$ cat src/rtl/round_pack_float_param.sv
// Rounds a wide significand to FRAC_W bits and packs sign/exponent/fraction into a float word,
// with a one-bit-per-cycle denormalising shifter behind an ap_start/ap_done handshake.
module round_pack_float_param #(
  parameter int EXP_W  = 11,
  parameter int FRAC_W = 52,
  parameter int GRS_W  = 10,
  parameter int SIG_W  = FRAC_W + GRS_W + 2
) (
  input  logic                        ap_clk,
  input  logic                        ap_rst_n,
  input  logic                        ap_start,
  output logic                        ap_done,
  output logic                        ap_idle,
  output logic                        ap_ready,
  input  logic                        zSign,
  input  logic signed [EXP_W+1:0]     zExp,
  input  logic        [SIG_W-1:0]     zSig,
  input  logic        [1:0]           rmode,
  input  logic        [31:0]          flag_i,
  output logic        [31:0]          flag_o,
  output logic        [EXP_W+FRAC_W:0] ap_return
);
  localparam int RES_W = 1 + EXP_W + FRAC_W;
  localparam int CNT_W = $clog2(SIG_W + 1);
  localparam int MAXE  = (1 << EXP_W) - 3;

  typedef enum logic [4:0] {
    IDLE   = 5'b00001,
    CLASS  = 5'b00010,
    DENORM = 5'b00100,
    ROUND  = 5'b01000,
    DONE   = 5'b10000
  } state_t;

  state_t                   state_q;
  logic                     sign_q;
  logic signed [EXP_W+1:0]  exp_q;
  logic [SIG_W-1:0]         sig_q;
  logic [1:0]               rmode_q;
  logic [31:0]              flag_q;
  logic [CNT_W-1:0]         cnt_q;
  logic                     tiny_q;
  logic [RES_W-1:0]         ret_q;

  logic [SIG_W-1:0]         inc_d;
  logic [SIG_W-1:0]         sum_d;
  logic [SIG_W-1:0]         rnd_d;
  logic [SIG_W-1:0]         shift_d;
  logic [GRS_W-1:0]         rb_d;
  logic                     ovf_d;
  int                       neg_exp_d;
  logic [CNT_W-1:0]         cnt_init_d;
  logic [EXP_W-1:0]         pack_exp_d;
  logic [RES_W-1:0]         pack_d;
  logic [RES_W-1:0]         ovf_ret_d;
  logic [31:0]              rnd_flags_d;

  always_comb begin
    inc_d = '0;
    case (rmode_q)
      2'd0:    inc_d[GRS_W-1] = 1'b1;
      2'd2:    if (sign_q)  inc_d[GRS_W-1:0] = '1;
      2'd3:    if (!sign_q) inc_d[GRS_W-1:0] = '1;
      default: inc_d = '0;
    endcase
  end

  always_comb begin
    sum_d = sig_q + inc_d;
    rb_d  = sig_q[GRS_W-1:0];
    rnd_d = sum_d >> GRS_W;
    // Exact half under nearest-even: the increment already bumped us up, so drop back to even.
    if (rmode_q == 2'd0 && rb_d == {1'b1, {(GRS_W-1){1'b0}}}) rnd_d[0] = 1'b0;

    ovf_d      = (int'(exp_q) > MAXE) || (int'(exp_q) == MAXE && sum_d[SIG_W-1]);
    neg_exp_d  = -int'(exp_q);
    cnt_init_d = (neg_exp_d > SIG_W) ? CNT_W'(SIG_W) : CNT_W'(neg_exp_d);
    shift_d    = {1'b0, sig_q[SIG_W-1:2], sig_q[1] | sig_q[0]};

    // The hidden bit lands on the exponent LSB, so a rounding carry bumps the exponent for free.
    pack_exp_d = (rnd_d == '0) ? '0 : exp_q[EXP_W-1:0];
    pack_d     = {sign_q, pack_exp_d, {FRAC_W{1'b0}}} + RES_W'(rnd_d);
    ovf_ret_d  = {sign_q, {EXP_W{1'b1}}, {FRAC_W{1'b0}}} - RES_W'(inc_d == '0);

    rnd_flags_d    = '0;
    rnd_flags_d[0] = (rb_d != '0);
    rnd_flags_d[2] = tiny_q && (rb_d != '0);
  end

  always_ff @(posedge ap_clk or negedge ap_rst_n) begin
    if (!ap_rst_n) begin
      state_q <= IDLE;
      sign_q  <= 1'b0;
      exp_q   <= '0;
      sig_q   <= '0;
      rmode_q <= '0;
      flag_q  <= '0;
      cnt_q   <= '0;
      tiny_q  <= 1'b0;
      ret_q   <= '0;
    end else begin
      case (state_q)
        IDLE: begin
          if (ap_start) begin
            sign_q  <= zSign;
            exp_q   <= zExp;
            sig_q   <= zSig;
            rmode_q <= rmode;
            flag_q  <= flag_i;
            tiny_q  <= 1'b0;
            cnt_q   <= '0;
            state_q <= CLASS;
          end
        end
        CLASS: begin
          if (ovf_d) begin
            ret_q   <= ovf_ret_d;
            flag_q  <= flag_q | 32'h0000_0009;
            state_q <= DONE;
          end else if (exp_q < 0) begin
            exp_q   <= '0;
            tiny_q  <= 1'b1;
            cnt_q   <= cnt_init_d;
            state_q <= DENORM;
          end else begin
            state_q <= ROUND;
          end
        end
        DENORM: begin
          if (cnt_q != '0) begin
            sig_q <= shift_d;
            cnt_q <= cnt_q - CNT_W'(1);
          end
          if (cnt_q <= CNT_W'(1)) state_q <= ROUND;
        end
        ROUND: begin
          ret_q   <= pack_d;
          flag_q  <= flag_q | rnd_flags_d;
          state_q <= DONE;
        end
        DONE:    state_q <= IDLE;
        default: state_q <= IDLE;
      endcase
    end
  end

  assign ap_idle   = (state_q == IDLE);
  assign ap_done   = (state_q == DONE);
  assign ap_ready  = ap_done;
  assign flag_o    = ap_done ? flag_q : flag_i;
  assign ap_return = ret_q;

endmodule

$ cat config.mk
export PLATFORM = sky130hd
export DESIGN_NAME = round_pack_float_param
export DESIGN_NICKNAME = d
export VERILOG_FILES = /design/src/rtl/round_pack_float_param.sv
export SDC_FILE = /design/constraint.sdc
export NUM_CORES = 1
export LEC_CHECK = 0
export ABC_AREA = 1
export BUFFER_PORTS_ARGS = -buffer_cell sky130_fd_sc_hd__buf_4
export CAP_MARGIN = 20
export CELL_PAD_IN_SITES_DETAIL_PLACEMENT = 1
export CELL_PAD_IN_SITES_GLOBAL_PLACEMENT = 1
export CORE_UTILIZATION = 45
export CTS_BUF_LIST = sky130_fd_sc_hd__clkbuf_4 sky130_fd_sc_hd__clkbuf_8
export CTS_CLUSTER_SIZE = 28
export DETAILED_ROUTE_END_ITERATION = 7
export PLACE_DENSITY = 0.91
export SYNTH_ARGS = -nofsm -noshare
export SYNTH_HDL_FRONTEND = slang
export SYNTH_SLANG_ARGS = --single-unit
$ cat constraint.sdc
create_clock -name ap_clk -period 7.3 [get_ports ap_clk]
set_input_delay 0.365 -clock ap_clk [delete_from_list [all_inputs] [get_ports ap_clk]]
set_output_delay 0.365 -clock ap_clk [all_outputs]
set_load 0.02 [all_outputs]
Word level (Yosys, flattened, before mapping)
Cells that the tools add are included.

Divide/modulo/power cells: 0. Add/sub/neg operators: 5. Reduce and logical (&&, ||, !) cells: 23. Bitwise gates (word level): 3. Multipliers: 0. Equality and inequality tests: 15. Mux-type cells: 34. Shift operators: 0. $lt $le $gt $ge: 4.

Operators with widths (count): $pmux W64 S2 (2); $mux W64 (3); $logic_not A64 Y1 (2); $pmux W32 S3 (1); $add A64 B10 Y64 (1); $add A64 B54 Y64 (1); $mux W32 (2); $sub A64 B1 Y64 (1); $mux W13 (3); $mux W7 (5); $gt A32 B8 Y1 const B (1); $neg A13 Y32 (1); $or A32 B3 Y32 (1); $pmux W13 S2 (1); $pmux W7 S3 (1); $mux W10 (2); $pmux W5 S4 (1); $pmux W9 S2 (1); $mux W5 (3); $eq A13 B12 Y1 const B (1); $gt A13 B12 Y1 const B (1); $lt A13 B1 Y1 const B (1); $ne A2 B2 Y1 const B (6); $mux W11 (1); other kinds (26) (41).

ROM bits: 0. Word-level logic and storage cells: 94. Input port bits: 115. Output and inout bits: 99. RAM bits: 0. Bits in registers: 189. Bits in latches: 0. Memories: 0.

Depth between registers and ports, before layout
Depth in word-level cells: 8. Mapped depth: 33. Mapped depth without buffers: 32.

Least setup slack after synthesis
No wires, ideal clock.

Path type: reg2reg. Start point: register sign_q. End point: register ret_q[62], in the netlist ap_return[62]. Period minus slack after synthesis: 3.884 ns. Library setup time: 0.113 ns. Buffers on the path: 2. Setup slack: 3.416 ns. Stages on the path, launching flop included: 29. Data required time: 7.187 ns. Arrival: 3.771 ns. Path through: dfrtp_1 -> inv_1 -> nand2_1 -> nand3_1 -> nand2_1 -> ha_1 -> inv_1 -> o21ai_1 -> inv_2 -> nand2_4 -> buf_6 -> nand4_2 -> nor2_1 -> xor2_1 -> nor2_1 -> nand3_1 -> nor2_2 -> nand2_2 -> buf_6 -> nand2_1 -> fa_1 -> nor2_1 -> nand3_2 -> nor2_1 -> nand2_1 -> nand2_1 -> nand3_1 -> nand2_1 -> inv_1.

Cells in the longest elaborated chain, start to end: 8. Elaborated cells on any way between the ends: 17. Classes of those cells: add/sub (3); eq/ne (1); mux (8); reduce/logical (5).

Ends and longest elaborated chain: start, declared (line 36) `logic sign_q;`; start signal, assigned (line 105) `sign_q <= zSign;`; $mux W10, on equally long branches (line 63, 62); $pmux W1 S3 / $pmux W9 S2 (equally long branches) (line 60) `case (rmode_q)`; $add A64 B10 Y64 (line 69) `sum_d = sig_q + inc_d;`; $mux W1 (line 73) `if (rmode_q == 2'd0 && rb_d == {1'b1, {(GRS_W-1){1'b0}}}) rnd_d[0] = 1'b0;`; $logic_not A64 Y1 (line 81) `pack_exp_d = (rnd_d == '0) ? '0 : exp_q[EXP_W-1:0];`; $mux W11 (line 81); $add A64 B54 Y64 (line 82) `pack_d = {sign_q, pack_exp_d, {FRAC_W{1'b0}}} + RES_W'(rnd_d);`; $pmux W64 S2 (line 102) `case (state_q)`; end signal, assigned (line 117) `ret_q <= ovf_ret_d;`; end signal, assigned (line 137) `ret_q <= pack_d;`; end, declared (line 43) `logic [RES_W-1:0] ret_q;`.

Parallel ways exist; a longest one is shown, timed or not. The select of a mux whose other input is x is not followed. A chain may end at the register's enable or synchronous reset.

Final worst setup path
Start point: register sign_q. End point: register ret_q[61], in the netlist ap_return[61].

The elaborated chain is that of the path after synthesis.

==> key figures <==
Critical path
  – Cell type group with the largest total delay on the critical path: simple AND/OR/NAND/NOR gates
  – Destination of the worst register-to-register timing path: ap_return[61]
  – Worst EP required: 7730 ps
  – FF-to-FF path depth: 29
  – Buf+Inv Stages, Crit Path: 6
  – Endpoint kind of the worst setup timing path: flip-flop
  – Worst path depth: 29
  – Most common cell type on the critical path: nand2_1
  – Maximum fanout along the worst path: 23
  – Slowest cell on the critical path: dfrtp_1
  – Worst reg-to-reg setup slack: about 2300 ps
  – Category of the most critical setup path: flip-flop to flip-flop
  – Arrival time at the worst endpoint: 5480 ps
  – Worst stage delay on the critical path: about 440 ps
  – Launch point of the worst reg-to-reg path: sign_q
  – Element type at the critical path start: flip-flop
  – Destination of the critical timing path: ap_return[61]
  – Critical Path Source: sign_q

Timing
  – Final cycle utilization of the critical path: 0.692
  – Total count of max-transition violations in the final report: 0
  – Worst-case headroom to the max-slew limit: 0.292
  – Accumulated negative setup slack: 0 ps
  – Number of failing setup endpoints in the final timing report: 0
  – Maximum clock frequency: 0.198 GHz
  – Clock period minus worst slack: ~5000 ps
  – Final setup skew: around 24 ps
  – Hold violation total from the final report: 0
  – RSZ-0062 raised after global routing: no
  – Transition time of the tightest slew-check pin: 1060 ps

Logic synthesis
  – Syn_area_per_cell: 7.05 sq um
  – Number of synthesized flops with an enable pin: 0
  – Share of synthesized flip-flops with an asynchronous set or reset: 1.00
  – Main area contributors after synthesis: dfrtp_1, nand2_1, o21ai_0, inv_1, o211ai_1
  – Yosys warning count: 0
  – Number of register bits inferred by synthesis: 189
  – Area share of the largest cell type after synthesis: 0.411
  – Synthesized instance count: 1626
  – Portion of the post-synthesis area used by sequential elements: 0.413
  – Count of distinct cell types in the synthesized netlist: 47
  – Most frequently used flop master after synthesis: dfrtp_1
  – Synth Net Count: roughly 1800
  – Cell type with the largest total area after synthesis: dfrtp_1
  – Cell area after technology mapping: 0.0115 sq mm

Die
  – Top-level port count: around 210
  – Die span in y: 162 um
  – Die ar.: about 0.026 sq mm
  – Core outline area: 0.0251 sq mm
  – Effective utilization at floorplan: 0.456
  – DIE WIDTH: 162 um
  – Rows: between 50 and 60

Drt
  – DRC violations left: 0
  – Number of nets with antenna violations after routing: 0
  – Initial DRC count: 809
  – Vias/cell: 5.67
  – Number of detailed-routing iterations run before antenna repair: 7
  – Average routed wire per standard cell: around 20 um
  – Total wire length: 42600 um
  – Overall via count from detail_route: 12200

Status
  – Result of the run: finished, final reports clean

Worst hold path
  – Class of the tightest hold or removal check: primary input to flip-flop
  – Hold path start: zExp[5]

Global routing
  – Total global routing overflow: 0
  – Vias in the first global route: roughly 13000
  – Largest net degree at the start of global routing: 129
  – Initial antenna violation count: 0
  – Global-route wire length before repair: 67000 um
  – Total routing usage reported by global routing: 0.330

Clock network
  – Post-CTS Resized: 0
  – Clock latency at the later pin of the worst-skew pair: 500 ps
  – Number of buffers between clock root and the deepest sink: 2
  – Number of sinks driven by the clock tree: approximately 190
  – Clock Tree Root: clkbuf_8
  – CTS tree: yes
  – Clock-pin slew on the worst setup and hold paths: 120 ps
  – CTS HTree Levels: 4
  – Number of buffers inserted during clock tree synthesis: 17

Final layout
  – Footprint of the flip-flops and latches: 0.00473 sq mm
  – Area used by multi-input combinational logic: 0.00568 sq mm
  – Final non-filler cell area: 0.0137 sq mm
  – Number of nets in the final layout: 1932
  – Antenna diode count: 0
  – Commonest non-fill, non-tap cells in the layout: nand2_1, buf_4, inv_1
  – Layout filler cell count: 3303
  – Share of post-route cells with drive strength above 1: 0.159
  – Most common cell after layout, fill and taps aside: nand2_1
  – End-of-flow core utilization: 0.547
  – Non-filler cells, final: 2147
  – Relative area change from synthesis to final layout: 19.9%

Place
  – Estimated wirelength of the detail-placed design: 32700 um
  – Placed cell count: roughly 2100
  – Final weighted congestion in routability-driven placement: 0.970
  – Buffers added on ports: approximately 210
  – DP Area: about 0.013 sq mm

Power
  – Total Power Consumption: a little under 0.006 W
  – Power per unit of standard cell area: ~430 mW/mm^2
  – Leakage power summed over all cells: between 6 and 7 nW
  – Peak VDD IR: 0.000228 V

Flow run
  – Max cap viols: 0
[tightest hold or removal path, delay by kind of cell]
kind	cells	cell delay [ps]
buf+inv	1	80
simple gates	1	40
compound gates	1	60
[synth_stat cells (all sizes together), types with 5 or more instances]
cell type	count
nand4	34
nor3	31
nand3b	5
clkbuf	51
nand3	125
o211ai	85
buf	17
ha	12
a31oi	5
inv	204
o21ai	170
a21oi	19
nor2	136
dfrtp	188
nand2	485
or2	5
xor2	22
[sequential cells by signal, indices dropped and copies added, names as in the netlist]
name,cells
flag_q,32
sig_q,64
state_q,5
exp_q,13
ap_return,64
tiny_q,1
sign_q,1
rmode_q,2
cnt_q,7
[per-stage QoR]
stage	worst slack (ps)	hold WS, ps
CTS	2300	60.5
global placement	2670	398
floorplan	3420	69.4
global route	1790	74.7
detailed placement	2410	397
finish	2250	67.4
[where the power goes]
group          switching [W]  total [W]  leakage, nW  internal, W
Clock               0.000458   0.000746        0.198     0.000288
Combinational        0.00208    0.00306         4.07     0.000986
Sequential          0.000510    0.00206         2.34      0.00155
[logic make-up (layout without fill, tap and decap cells)]
kind of cell               count (synthesis)  in the layout  share of synthesized area
AOI/OAI and AO/OA                        295            295                      0.153
DFF                                      189            189                      0.413
xor gates and xnor gates                  24             24                     0.0190
muxes                                      1              1                   0.000983
adders and majority gates                 13             13                     0.0149
buffers and inverters                    274            465                     0.0922
and+or+nand+nor                          830            830                      0.308
[per-layer routing]
layer  up-vias  share of wire  global-route usage
met5         -              0                   0
met4         0          0.032               0.120
met3        99          0.052              0.0532
met2       381           0.49               0.575
met1      6014           0.42               0.411
li1       5676              -                   -
[how the worst min path moves through the flow]
stage / to / slack [ps] / cells past startpoint
6_report: exp_q[5] / 70 / 3
2_1_floorplan: ap_return[0] / 70 / 0
4_1_cts: exp_q[5] / 60 / 3
3_5_place_dp: flag_q[1] / 400 / 1
3_3_place_gp: flag_q[1] / 400 / 1
5_1_grt: exp_q[12] / 70 / 3
[cell type report]
cell class / count / share of cell area
Inverter: 206 / 0.0563
Multi-Input combinational cell: 1163 / 0.413
Tap cell: 330 / 0.0301
Clock buffer: 17 / 0.0170
Timing Repair Buffer: 227 / 0.126
Clock inverter: 15 / 0.0131
Sequential cell: 189 / 0.344
[repair_timing]
action | in CTS | in global routing
hold buffers | 1 | 0
hold endpoints to repair | 63 | 0
buffers inserted | 0 | 0
Power figures use the tool's default switching activity.
